--- config.mk ---
export PLATFORM = sky130hd
export DESIGN_NAME = cs_clip_queue_flat
export DESIGN_NICKNAME = d
export VERILOG_FILES = /design/src/rtl/cs_clip_queue_if.sv /design/src/rtl/cs_clip_queue.sv /design/src/flat_wrapper.sv
export SDC_FILE = /design/constraint.sdc
export NUM_CORES = 1
export LEC_CHECK = 0
export ABC_AREA = 1
export BUFFER_PORTS_ARGS = -buffer_cell sky130_fd_sc_hd__buf_4
export CORE_MARGIN = 2
export CORE_UTILIZATION = 48
export DETAILED_ROUTE_END_ITERATION = 10
export MAX_ROUTING_LAYER = met4
export PLACE_DENSITY = 0.69
export SYNTH_ARGS = -nofsm -noshare
export SYNTH_HDL_FRONTEND = slang
export SYNTH_SLANG_ARGS = --single-unit
export TNS_END_PERCENT = 5
--- constraint.sdc ---
create_clock -name clk -period 10.37 [get_ports clk]
set_clock_uncertainty 0.05 [all_clocks]
set_input_delay 1.037 -clock clk [delete_from_list [all_inputs] [get_ports clk]]
set_output_delay 1.037 -clock clk [all_outputs]
set_load 0.01 [all_outputs]
--- src/rtl/cs_clip_queue_if.sv ---
// Handshake bundle between the texel stage, the clip queue and the raster stage.
// The slave view is the clip queue itself: it consumes triangles from the texel
// side and presents queued triangles to the raster side. The master view is the
// surrounding environment that drives the texel side and pops the raster side.
interface cs_clip_queue_if #(
   parameter int DATA_W     = 96,
   parameter int NUM_PLANES = 6
);
   // texel stage -> clip queue
   logic                  texel_ready;
   logic [DATA_W-1:0]     texel_data;
   logic [NUM_PLANES-1:0] texel_clip;
   logic                  texel_read;

   // clip queue -> triangle (raster) stage
   logic                  triangle_ready;
   logic [DATA_W-1:0]     triangle_data;
   logic                  triangle_read;

   modport slave (
      input  texel_ready,
      input  texel_data,
      input  texel_clip,
      output texel_read,
      output triangle_ready,
      output triangle_data,
      input  triangle_read
   );

   modport master (
      output texel_ready,
      output texel_data,
      output texel_clip,
      input  texel_read,
      input  triangle_ready,
      input  triangle_data,
      output triangle_read
   );
endinterface

--- src/rtl/cs_clip_queue.sv ---
// Clip-and-queue stage between the texel and raster stages.
// Triangles wholly outside any enabled clip plane are consumed and discarded;
// survivors are stored in a DEPTH-entry FIFO whose head is presented
// combinationally to the raster stage. Saturating pass/drop counters track
// how many triangles went each way since reset or the last stats_clear.
module cs_clip_queue #(
   parameter int DATA_W     = 96,
   parameter int DEPTH      = 4,
   parameter int NUM_PLANES = 6,
   parameter int CNT_W      = 16
) (
   input  logic                     clk,
   input  logic                     rst,
   input  logic [NUM_PLANES-1:0]    i_clip_enable,
   input  logic                     i_clip_bypass,
   input  logic                     i_stats_clear,
   cs_clip_queue_if.slave           bus_s,
   output logic [$clog2(DEPTH):0]   o_occupancy,
   output logic [CNT_W-1:0]         o_pass_count,
   output logic [CNT_W-1:0]         o_drop_count
);

   localparam int PTR_W = $clog2(DEPTH);
   localparam int OCC_W = PTR_W + 1;
   localparam logic [OCC_W-1:0] OCC_FULL = OCC_W'(DEPTH);

   // FIFO storage and bookkeeping
   logic [DATA_W-1:0] r_mem [DEPTH];
   logic [PTR_W-1:0]  r_wr_ptr;
   logic [PTR_W-1:0]  r_rd_ptr;
   logic [OCC_W-1:0]  r_occ;

   // per-cycle decisions
   logic              w_hit;
   logic              w_drop;
   logic              w_full;
   logic              w_empty;
   logic              w_accept;
   logic              w_push;
   logic              w_pop;
   logic              w_drop_evt;

   // increment requests for the two statistics counters: bit 0 pass, bit 1 drop
   logic [1:0]             w_cnt_inc;
   logic [2*CNT_W-1:0]     w_cnt_flat;

   // Clip decision uses the mode inputs of the current cycle only, so a mode
   // change affects triangles accepted from this cycle on; queued entries keep
   // whatever decision was made when they were accepted.
   assign w_hit   = |(bus_s.texel_clip & i_clip_enable);
   assign w_drop  = !i_clip_bypass && w_hit;

   assign w_full  = (r_occ == OCC_FULL);
   assign w_empty = (r_occ == '0);

   // A drop never needs FIFO space, so it is consumed even when full. A
   // surviving triangle waits for space as seen at the start of the cycle;
   // a pop in the same cycle does not help, which keeps triangle_read off the
   // combinational path to texel_read. texel_read is forced low during reset.
   assign w_accept   = !rst && bus_s.texel_ready && (w_drop || !w_full);
   assign w_push     = w_accept && !w_drop;
   assign w_drop_evt = w_accept && w_drop;
   assign w_pop      = bus_s.triangle_read && !w_empty;

   assign bus_s.texel_read     = w_accept;
   assign bus_s.triangle_ready = !w_empty;
   assign bus_s.triangle_data  = r_mem[r_rd_ptr];
   assign o_occupancy          = r_occ;

   // Payload write at the write pointer; storage needs no reset because
   // triangle_ready masks stale contents.
   always_ff @(posedge clk) begin
      if (w_push) begin
         r_mem[r_wr_ptr] <= bus_s.texel_data;
      end
   end

   // Pointer and occupancy bookkeeping; pointers wrap naturally since DEPTH
   // is a power of two.
   always_ff @(posedge clk or posedge rst) begin
      if (rst) begin
         r_wr_ptr <= '0;
         r_rd_ptr <= '0;
         r_occ    <= '0;
      end else begin
         if (w_push) begin
            r_wr_ptr <= r_wr_ptr + 1'b1;
         end
         if (w_pop) begin
            r_rd_ptr <= r_rd_ptr + 1'b1;
         end
         if (w_push && !w_pop) begin
            r_occ <= r_occ + 1'b1;
         end else if (w_pop && !w_push) begin
            r_occ <= r_occ - 1'b1;
         end
      end
   end

   assign w_cnt_inc = {w_drop_evt, w_push};

   // Two identical saturating counters; clear wins over a same-cycle event.
   genvar gi;
   generate
      for (gi = 0; gi < 2; gi++) begin : g_cnt
         logic [CNT_W-1:0] r_cnt;

         // Count events, holding at all-ones instead of wrapping.
         always_ff @(posedge clk or posedge rst) begin
            if (rst) begin
               r_cnt <= '0;
            end else if (i_stats_clear) begin
               r_cnt <= '0;
            end else if (w_cnt_inc[gi] && (r_cnt != '1)) begin
               r_cnt <= r_cnt + 1'b1;
            end
         end

         assign w_cnt_flat[gi*CNT_W +: CNT_W] = r_cnt;
      end
   endgenerate

   assign o_pass_count = w_cnt_flat[0 +: CNT_W];
   assign o_drop_count = w_cnt_flat[CNT_W +: CNT_W];

endmodule

--- src/flat_wrapper.sv ---
// flat-port wrapper written by rule: the top's interface ports become plain ports
module cs_clip_queue_flat 
#(
   parameter int DATA_W     = 96,
   parameter int DEPTH      = 4,
   parameter int NUM_PLANES = 6,
   parameter int CNT_W      = 16
)
  (clk, rst, i_clip_enable, i_clip_bypass, i_stats_clear, o_occupancy, o_pass_count, o_drop_count, bus_s_texel_ready, bus_s_texel_data, bus_s_texel_clip, bus_s_texel_read, bus_s_triangle_ready, bus_s_triangle_data, bus_s_triangle_read);
  cs_clip_queue_if #(.DATA_W(DATA_W), .NUM_PLANES(NUM_PLANES)) bus_s_i ();
  input  logic clk;
  input  logic rst;
  input  logic [NUM_PLANES-1:0] i_clip_enable;
  input  logic i_clip_bypass;
  input  logic i_stats_clear;
  output logic [$clog2(DEPTH):0] o_occupancy;
  output logic [CNT_W-1:0] o_pass_count;
  output logic [CNT_W-1:0] o_drop_count;
  input wire logic [$bits(bus_s_i.texel_ready)-1:0] bus_s_texel_ready;
  input wire logic [$bits(bus_s_i.texel_data)-1:0] bus_s_texel_data;
  input wire logic [$bits(bus_s_i.texel_clip)-1:0] bus_s_texel_clip;
  output wire logic [$bits(bus_s_i.texel_read)-1:0] bus_s_texel_read;
  output wire logic [$bits(bus_s_i.triangle_ready)-1:0] bus_s_triangle_ready;
  output wire logic [$bits(bus_s_i.triangle_data)-1:0] bus_s_triangle_data;
  input wire logic [$bits(bus_s_i.triangle_read)-1:0] bus_s_triangle_read;
  assign bus_s_i.texel_ready = bus_s_texel_ready;
  assign bus_s_i.texel_data = bus_s_texel_data;
  assign bus_s_i.texel_clip = bus_s_texel_clip;
  assign bus_s_texel_read = bus_s_i.texel_read;
  assign bus_s_triangle_ready = bus_s_i.triangle_ready;
  assign bus_s_triangle_data = bus_s_i.triangle_data;
  assign bus_s_i.triangle_read = bus_s_triangle_read;
  cs_clip_queue #(.DATA_W(DATA_W), .DEPTH(DEPTH), .NUM_PLANES(NUM_PLANES), .CNT_W(CNT_W)) u_core (.clk(clk), .rst(rst), .i_clip_enable(i_clip_enable), .i_clip_bypass(i_clip_bypass), .i_stats_clear(i_stats_clear), .bus_s(bus_s_i), .o_occupancy(o_occupancy), .o_pass_count(o_pass_count), .o_drop_count(o_drop_count));
endmodule
Word-level counts from Yosys, hierarchy flattened
Memories as Yosys holds them, arrays and structs flattened.
Cells that the tools add are included.
{"block": "word_totals", "ff_bits": 39, "mem_bits_rw": 384, "input_bits": 114, "wordCells": 47, "n_memories": 1}
{"block": "classes", "add_sub_neg": 6, "eq_ne": 3, "muxes": 8, "bitwise": 1, "reduce_logical": 23}
{"memory": "u_core.r_mem", "words": 4, "word_bits": 96, "rd": 1, "rd_ports_with_merged_regs": 0, "write_ports": 1, "line": "cs_clip_queue.sv:28", "text": "logic [DATA_W-1:0] r_mem [DEPTH];"}
{"cell": "16-bit 2-to-1 mux", "n": 4}
{"cell": "16-bit by 1-bit adder with 16-bit output (second input constant)", "n": 2}
{"cell": "16-bit inequality test (second input constant)", "n": 2}
{"cell": "1-bit logical AND", "n": 10}
{"cell": "1-bit zero test", "n": 7}
{"cell": "6-bit bitwise AND", "n": 1}
{"cell": "3-bit 2-to-1 mux", "n": 2}
{"cell": "2-bit nonzero test", "n": 3}
{"cell": "6-bit OR reduction", "n": 1}
{"cell": "2-bit by 1-bit adder with 2-bit output (second input constant)", "n": 2}
{"cell": "3-bit by 1-bit adder with 3-bit output (second input constant)", "n": 1}
{"cell": "3-bit equality test (second input constant)", "n": 1}
{"cell": "3-bit zero test", "n": 1}
{"cell": "3-bit by 1-bit subtractor with 3-bit output (second input constant)", "n": 1}
{"cell": "1-bit 2-to-1 mux", "n": 2}
{"cell": "1-bit logical OR", "n": 1}

Logic depth before layout (Yosys ltp)
Gate-level depths: netlist of the first run.
{"block": "depth", "ltp_word": 10, "depth_mapped": 13, "depth_no_buf": 13}

Least setup slack after synthesis of the first run
OpenSTA, ideal clock, no wires.
{"block": "synth_timing", "path_kind": "input port to flip-flop", "start": "input rst", "end": "memory u_core.r_mem[0][0], enable pin", "setup_ns": 0.552, "t_arrival_ns": 6.389, "setup_slack_ns": 3.379, "stages": 5, "n_path_buf": 0, "cell_sequence": "inv_1 > nand2_1 > inv_1 > nand3_1 > nor2_1"}
{"block": "synth_via", "elab_chain_cells": 6}
{"element": "start, declared", "line": "flat_wrapper.sv:12", "text": "input logic rst;"}
{"element": "1-bit zero test", "line": "cs_clip_queue.sv:60", "text": "assign w_accept = !rst && bus_s.texel_ready && (w_drop || !w_full);"}
{"element": "1-bit logical AND (2 in a row)", "line": "cs_clip_queue.sv:60"}
{"element": "1-bit logical AND", "line": "cs_clip_queue.sv:61", "text": "assign w_push = w_accept && !w_drop;"}
{"element": "1-bit 2-to-1 mux", "line": "cs_clip_queue.sv:73", "text": "if (w_push) begin"}
{"element": "1-bit 2-to-1 mux (implied by the code)", "line": "cs_clip_queue.sv:74", "text": "r_mem[r_wr_ptr] <= bus_s.texel_data;"}
{"element": "end, declared", "line": "cs_clip_queue.sv:28"}
No other way between the ends.

Worst setup path in the final report of the first run
{"block": "layout_timing", "start": "register u_core.r_rd_ptr[0]", "end": "output bus_s_triangle_data[69]"}
{"block": "layout_via", "elab_chain_cells": 1}
{"element": "start, declared", "line": "cs_clip_queue.sv:30", "text": "logic [PTR_W-1:0] r_rd_ptr;"}
{"element": "start signal, assigned", "line": "cs_clip_queue.sv:90", "text": "r_rd_ptr <= r_rd_ptr + 1'b1;"}
{"element": "memory read 4 x 96 bit"}
{"element": "end, declared", "line": "flat_wrapper.sv:24", "text": "output wire logic [$bits(bus_s_i.triangle_data)-1:0] bus_s_triangle_data;"}
No other way between the ends.

==> reports/metrics.cfg, run 1 <==
[run_status]
outcome=finished clean

[sta]
fin_tns_setup_ns=0
slew_headroom_pct=24.76
finalCritPeriodShare_pct=45.50
whs_ns=0.5003
final-hold-violation-count=0
rsz0062_at_grt=no
final.min_clock_period_ns=4.718
drv_slew=0
timing.fmax_mhz=211.9
setup_viol=0
tightest_slew_ns=1.129

[clock_tree]
cts_tree=built
insertion_delay_ns=0.53
ctsHoldBuffers=0
clkSinkCount=423
htree_levels=2
cts_resized=0
cts_root_buf=clkbuf_16
cts_buffers=43
clk_path_buf_depth=3
cts_setup_buffers=0
path_clk_slew_ns=0.06

[floorplanning]
die_height_um=190.6
pin_count=247
row_count=68
start_util_pct=48.51
die_x_um=190.6
coreArea_um2=34460
die_area_um2=36330

[setup_path]
r2r-end=u_core.r_mem[1][1]
end_kind=output pin
criticalPathCategory=flop to output pin
ff2ff_setup_slack_ns=7.09
cp-endpoint=bus_s_triangle_data[69]
cp.arrival_ns=3.63
critPathMaxFanout=97
startpoint=u_core.r_rd_ptr[0]
reg2reg_depth=5
rr_startpoint=u_core.o_occupancy[0]
worst_ep_required_time_ns=9.28
cp-start-kind=flop

[pwr]
p_leak_nw=7.460
max-vdd-ir-drop_uv=165.5
power_density_nw_per_um2=255.2
finalPower_mw=5.186

[global_route]
antenna_found_initial=3
grt_pass1_vias=10820
grt_usage_pct=21.22
overflow=0
grt_pass1_wl_um=58540
grt_max_degree=99

[route]
wl_per_cell_um=18.65
dr.pass1.iters=5
wl_um=37790
drtIter0Drc=809
antenna_left=0
vias=10850
drc=0
drt-vias-per-instance=5.354

[placement]
dpl.hpwl_um=21650
io_buffer_count=246
gp_congestion=0.8757

[synthesis]
yosysWarnings=0
ys_seq_area_share_pct=74.83
syn_area_um2=16710
synth_cell_types=32
ys_seq_elements=423
avgSynthCellArea_um2=12.81
synthCells=1305
syn_nets=1427

[cells_and_area]
final_common_cell=edfxtp_1
nNetsFinal=1658
area_growth_pct=21.54
layout_common_cells=edfxtp_1 (384), buf_4 (258), nor2_1 (236), o21ai_0 (189), nand2_1 (135)
drive_gt1_share_pct=21.62
nFillCells=2770

[min_path]
hold_path.class=flop to flop

[run]
cap_violations=0

[area by class of cell]
| cell class | instances | area (um^2) | area share, % |
|---|---|---|---|
| flip-flops and latches | 423 | 12510 | 61.59 |
| multi-input cells | 769 | 3774 | 18.57 |
| repair buffers | 258 | 1937 | 9.534 |
| clock buffers | 53 | 1135 | 5.586 |
| well taps | 455 | 569.3 | 2.802 |
| clock inverters | 24 | 225.2 | 1.109 |
| inverters | 41 | 156.4 | 0.7698 |
| diodes | 3 | 7.507 | 0.03695 |
[per-layer routing]
metal	vias up	share of wire, %	routed length (um)	GRT usage, %
met3	52	7.6	2888	5.300
met1	5273	43	16260	27.62
met5	-	0	0	-
met4	0	2.3	865	6.052
met2	352	47	17780	33.31
li1	5171	-	-	-
[how the worst min path moves through the flow]
stage / startpoint / endpoint / slack [ns] / cells past startpoint
after floorplan: u_core.o_drop_count[3] / u_core.o_drop_count[3] / 0.49 / 2
after global placement: u_core.o_drop_count[3] / u_core.o_drop_count[3] / 0.48 / 2
after detailed placement: u_core.o_drop_count[3] / u_core.o_drop_count[3] / 0.47 / 2
after CTS: u_core.o_drop_count[3] / u_core.o_drop_count[3] / 0.49 / 2
after global routing: u_core.o_drop_count[3] / u_core.o_drop_count[3] / 0.54 / 2
final: u_core.o_drop_count[3] / u_core.o_drop_count[3] / 0.50 / 2
[logic make-up after synthesis]
family,after synthesis,synth area share (%)
multiplexers,1,0.06737
adder cells (fa/ha/maj),8,0.6437
XOR/XNOR,23,1.205
AND/OR/NAND/NOR,441,10.85
flip-flops,423,74.83
AO/OA/AOI/OAI,296,9.626
buffers and inverters,113,2.777
[cell usage after synthesis]
cell        n  area [um^2]
nor2_4      2        22.52
nand3b_1    8        60.06
buf_8       1        15.01
o21ai_1     5        25.02
nand2_1   135        506.7
buf_4       2        15.01
nand3_1    36        180.2
o21bai_1    3        22.52
and3_1      1        6.260
xnor2_1     5        43.79
clkbuf_1   55        206.5
nor2_1    240        900.9
nor3_1      1        5.000
fa_1        1        20.02
buf_6       1        11.26
dfrtp_1    39        975.9
nand4_1     6        37.54
buf_1       2        7.510
nand4_2     1        12.51
inv_1      40        150.1
ha_1        7        87.58
a21oi_1     3        15.01
mux2_2      1        11.26
buf_2      11        55.05
o22ai_1    96        600.6
o21ai_0   189        945.9
nand2_2     6        37.54
nor2_2      4        25.02
xor2_1     18        157.7
nor2_8      1        20.02
edfxtp_1  384        11530
inv_2       1        3.750
[per-stage QoR]
step           utilization [%]  cells  setup slack [ns]  cell area, um^2
2_1_floorplan                -   1305             3.379            16710
3_3_place_gp             54.99   1946             5.687            18950
3_5_place_dp             54.99   1946             5.665            18950
4_1_cts                  58.94   2023             5.590            20310
5_1_grt                  58.96   2026             5.353            20320
6_report                 58.96   2026             5.652            20320
[flip-flops by register name, indices dropped and copies added, names as in the netlist]
signal and flops:
u_core.o_pass_count 16, u_core.r_wr_ptr 2, u_core.r_rd_ptr 2, u_core.o_occupancy 3, u_core.o_drop_count 16, u_core.r_mem 384
[where the power goes]
group	switching (mW)	internal (mW)	total (mW)
combinational	1.02	0.630	1.65
sequential	0.0523	1.98	2.03
clock	0.620	0.876	1.50
[worst max-delay path: stages, from the launching register on]
cell	delay, ns
dfrtp_4	0.65
inv_4	0.73
buf_4	0.84
o21ai_0	0.17
o22ai_1	0.40
buf_4	0.20
(Power assumes the default switching activity.)
==> inputs of run 2 (changes only) <==
--- a/config.mk
+++ b/config.mk
@@ -5,13 +5,13 @@
 export SDC_FILE = /design/constraint.sdc
 export NUM_CORES = 1
 export LEC_CHECK = 0
-export ABC_AREA = 1
+export ABC_AREA = 0
 export BUFFER_PORTS_ARGS = -buffer_cell sky130_fd_sc_hd__buf_4
 export CORE_MARGIN = 2
 export CORE_UTILIZATION = 48
 export DETAILED_ROUTE_END_ITERATION = 10
 export MAX_ROUTING_LAYER = met4
-export PLACE_DENSITY = 0.69
+export PLACE_DENSITY = 0.72
 export SYNTH_ARGS = -nofsm -noshare
 export SYNTH_HDL_FRONTEND = slang
 export SYNTH_SLANG_ARGS = --single-unit
==> constraint.sdc (replaced) <==
create_clock -name clk -period 3.99 [get_ports clk]
set_clock_uncertainty 0.05 [all_clocks]
set_input_delay 0.399 -clock clk [delete_from_list [all_inputs] [get_ports clk]]
set_output_delay 0.399 -clock clk [all_outputs]
set_load 0.01 [all_outputs]
==> reports/metrics.cfg, run 2 <==
[run_status]
outcome=finished clean

[setup_path]
criticalPathCategory=flop to output pin
critPathMaxFanout=23
end_kind=output pin
cp-start-kind=flop
cp.arrival_ns=2.54
worst_ep_required_time_ns=3.54

[pwr]
p_leak_nw=7.002
power_density_nw_per_um2=612.5
max-vdd-ir-drop_uv=310.5

[route]
drc=0
drt-vias-per-instance=5.433
dr.pass1.iters=4
wl_per_cell_um=21.24
antenna_left=0
wl_um=32380
drtIter0Drc=673
vias=8285

[clock_tree]
clk_path_buf_depth=3
insertion_delay_ns=0.52
path_clk_slew_ns=0.06
cts_root_buf=clkbuf_16
cts_buffers=42
htree_levels=2
clkSinkCount=423
cts_setup_buffers=0
cts_tree=built

[floorplanning]
row_count=66
die_x_um=186.8
die_height_um=186.8
start_util_pct=49.05
coreArea_um2=32700
die_area_um2=34890
pin_count=247

[synthesis]
synth_top_area_cell=edfxtp_1
yosysWarnings=0
synth_cell_types=49
ys_async_sr_fraction_pct=9.220
yosysMostFrequentCell=edfxtp_1
synthCells=738
ys_seq_elements=423
syn_nets=860
ys_seq_area_share_pct=77.98
syn_area_um2=16040
synth_top_area_share_pct=71.89
avgSynthCellArea_um2=21.73
synth_area_leaders=edfxtp_1 (72%), mux4_2 (13%), dfrtp_1 (6.1%), xnor2_1 (1.3%), nor2_1 (0.61%)
synth_edf_count=384
ys.flop_type=edfxtp_1
ys_top_cells_by_count=edfxtp_1 (384), mux4_2 (96), dfrtp_1 (39), nor2_1 (26), xnor2_1 (23)

[global_route]
overflow=0
grt_max_degree=55
grt_usage_pct=19.08
grt_pass1_vias=8645
antenna_found_initial=1
grt_pass1_wl_um=49960

[sta]
final-hold-violation-count=0
setup_viol=0
final.min_clock_period_ns=2.991
rsz0062_at_grt=no
finalCritPeriodShare_pct=74.96
drv_slew=0
timing.fmax_mhz=334.3
fin_tns_setup_ns=0
tightest_slew_ns=0.7751
slew_headroom_pct=48.33

[cells_and_area]
drive_gt1_share_pct=40.39
regMostFlops=u_core.r_mem
final_util_pct=61.66
nNetsFinal=1173
final_area_um2=20160
layout_common_cells=edfxtp_1 (384), buf_4 (259), mux4_2 (96), clkbuf_16 (43), dfrtp_1 (37)
final_common_cell=edfxtp_1
largest_register_ffs=384
area_growth_pct=25.72

[placement]
dpl.hpwl_um=20500
place_area_um2=18540
io_buffer_count=246
gp_congestion=0.8420

[run]
cap_violations=0

[min_path]
hold_path.class=input pin to flop

[run 2: cell count changes after synthesis, sizes merged, moves of 41 or more]
cell and change:
clkbuf -41, nor2 -221, o21ai -188, nand2 -124, mux4 +96, o22ai -96
[run 2: metrics by stage]
step	setup slack [ns]	power [mW]	std cells	hold slack (ns)
3_3_place_gp	1.179	8.782	1415	0.4869
5_1_grt	0.7996	12.88	1525	0.002352
3_5_place_dp	1.139	8.823	1415	0.5069
6_report	0.9990	12.35	1525	0.01926
2_1_floorplan	-0.02262	7.285	738	0.4479
4_1_cts	0.8843	12.53	1523	0.0002802
[run 2: layer usage]
metal	up-vias	GRT usage [%]	part of all wire, %
li1	3676	-	-
met5	-	-	0
met2	284	29.87	49
met1	4283	25.32	42
met4	0	3.907	1.2
met3	42	5.417	8.0
[run 2: critical path, stage by stage, from the launching register on]
cell,delay (ns)
dfrtp_4,0.73
buf_4,0.51
mux4_2,0.59
buf_4,0.16
[run 2: cell type report]
cell class | instances | area, um^2
Timing Repair Buffer | 299 | 2405
Tap cell | 442 | 553.0
Fill cell | 2372 | 12540
Inverter | 8 | 30.03
Antenna cell | 1 | 2.502
Clock buffer | 57 | 1129
Clock inverter | 18 | 157.7
Multi-Input combinational cell | 277 | 3373
Sequential cell | 423 | 12510
[run 2: power breakdown]
part / switching, mW / total, mW / leakage (nW) / internal, mW
Combinational: 1.47 / 3.26 / 2.39 / 1.79
Sequential: 0.267 / 5.42 / 4.00 / 5.15
Clock: 1.56 / 3.68 / 0.617 / 2.12
[run 2: what timing repair did]
item                                    in CTS  in global routing
endpoints found under the setup margin       0                  0
hold endpoints to repair                   155                  4
gates resized for setup                      0                  0
hold buffers                                33                  1
[run 2: path summary, 6_finish.rpt]
kind,start,to,slack (ns),depth (start not counted)
max in group asynchronous,rst,u_core.r_rd_ptr[1],2.96,4
setup reg to reg,u_core.o_occupancy[0],u_core.r_mem[1][9],1.38,6
hold reg to reg,u_core.o_occupancy[2],u_core.o_occupancy[2],0.52,1
min in group asynchronous,rst,u_core.o_pass_count[15],0.53,4
setup / recovery,u_core.r_rd_ptr[0],bus_s_triangle_data[13],1.0,3
hold / removal,bus_s_texel_data[60],u_core.r_mem[0][60],0.02,1
[run 2: kinds of logic (layout without fill, tap and decap cells)]
| logic type | Yosys count | in the layout | share of synthesized area, % |
|---|---|---|---|
| adder cells (fa/ha/maj) | 8 | 8 | 0.6709 |
| AND/OR/NAND/NOR | 114 | 114 | 3.893 |
| XOR/XNOR | 25 | 25 | 1.365 |
| buffers and inverters | 38 | 382 | 1.053 |
| other | 0 | 1 | 0 |
| AO/OA/AOI/OAI | 32 | 32 | 1.420 |
| flip-flops | 423 | 423 | 77.98 |
| multiplexers | 98 | 98 | 13.62 |
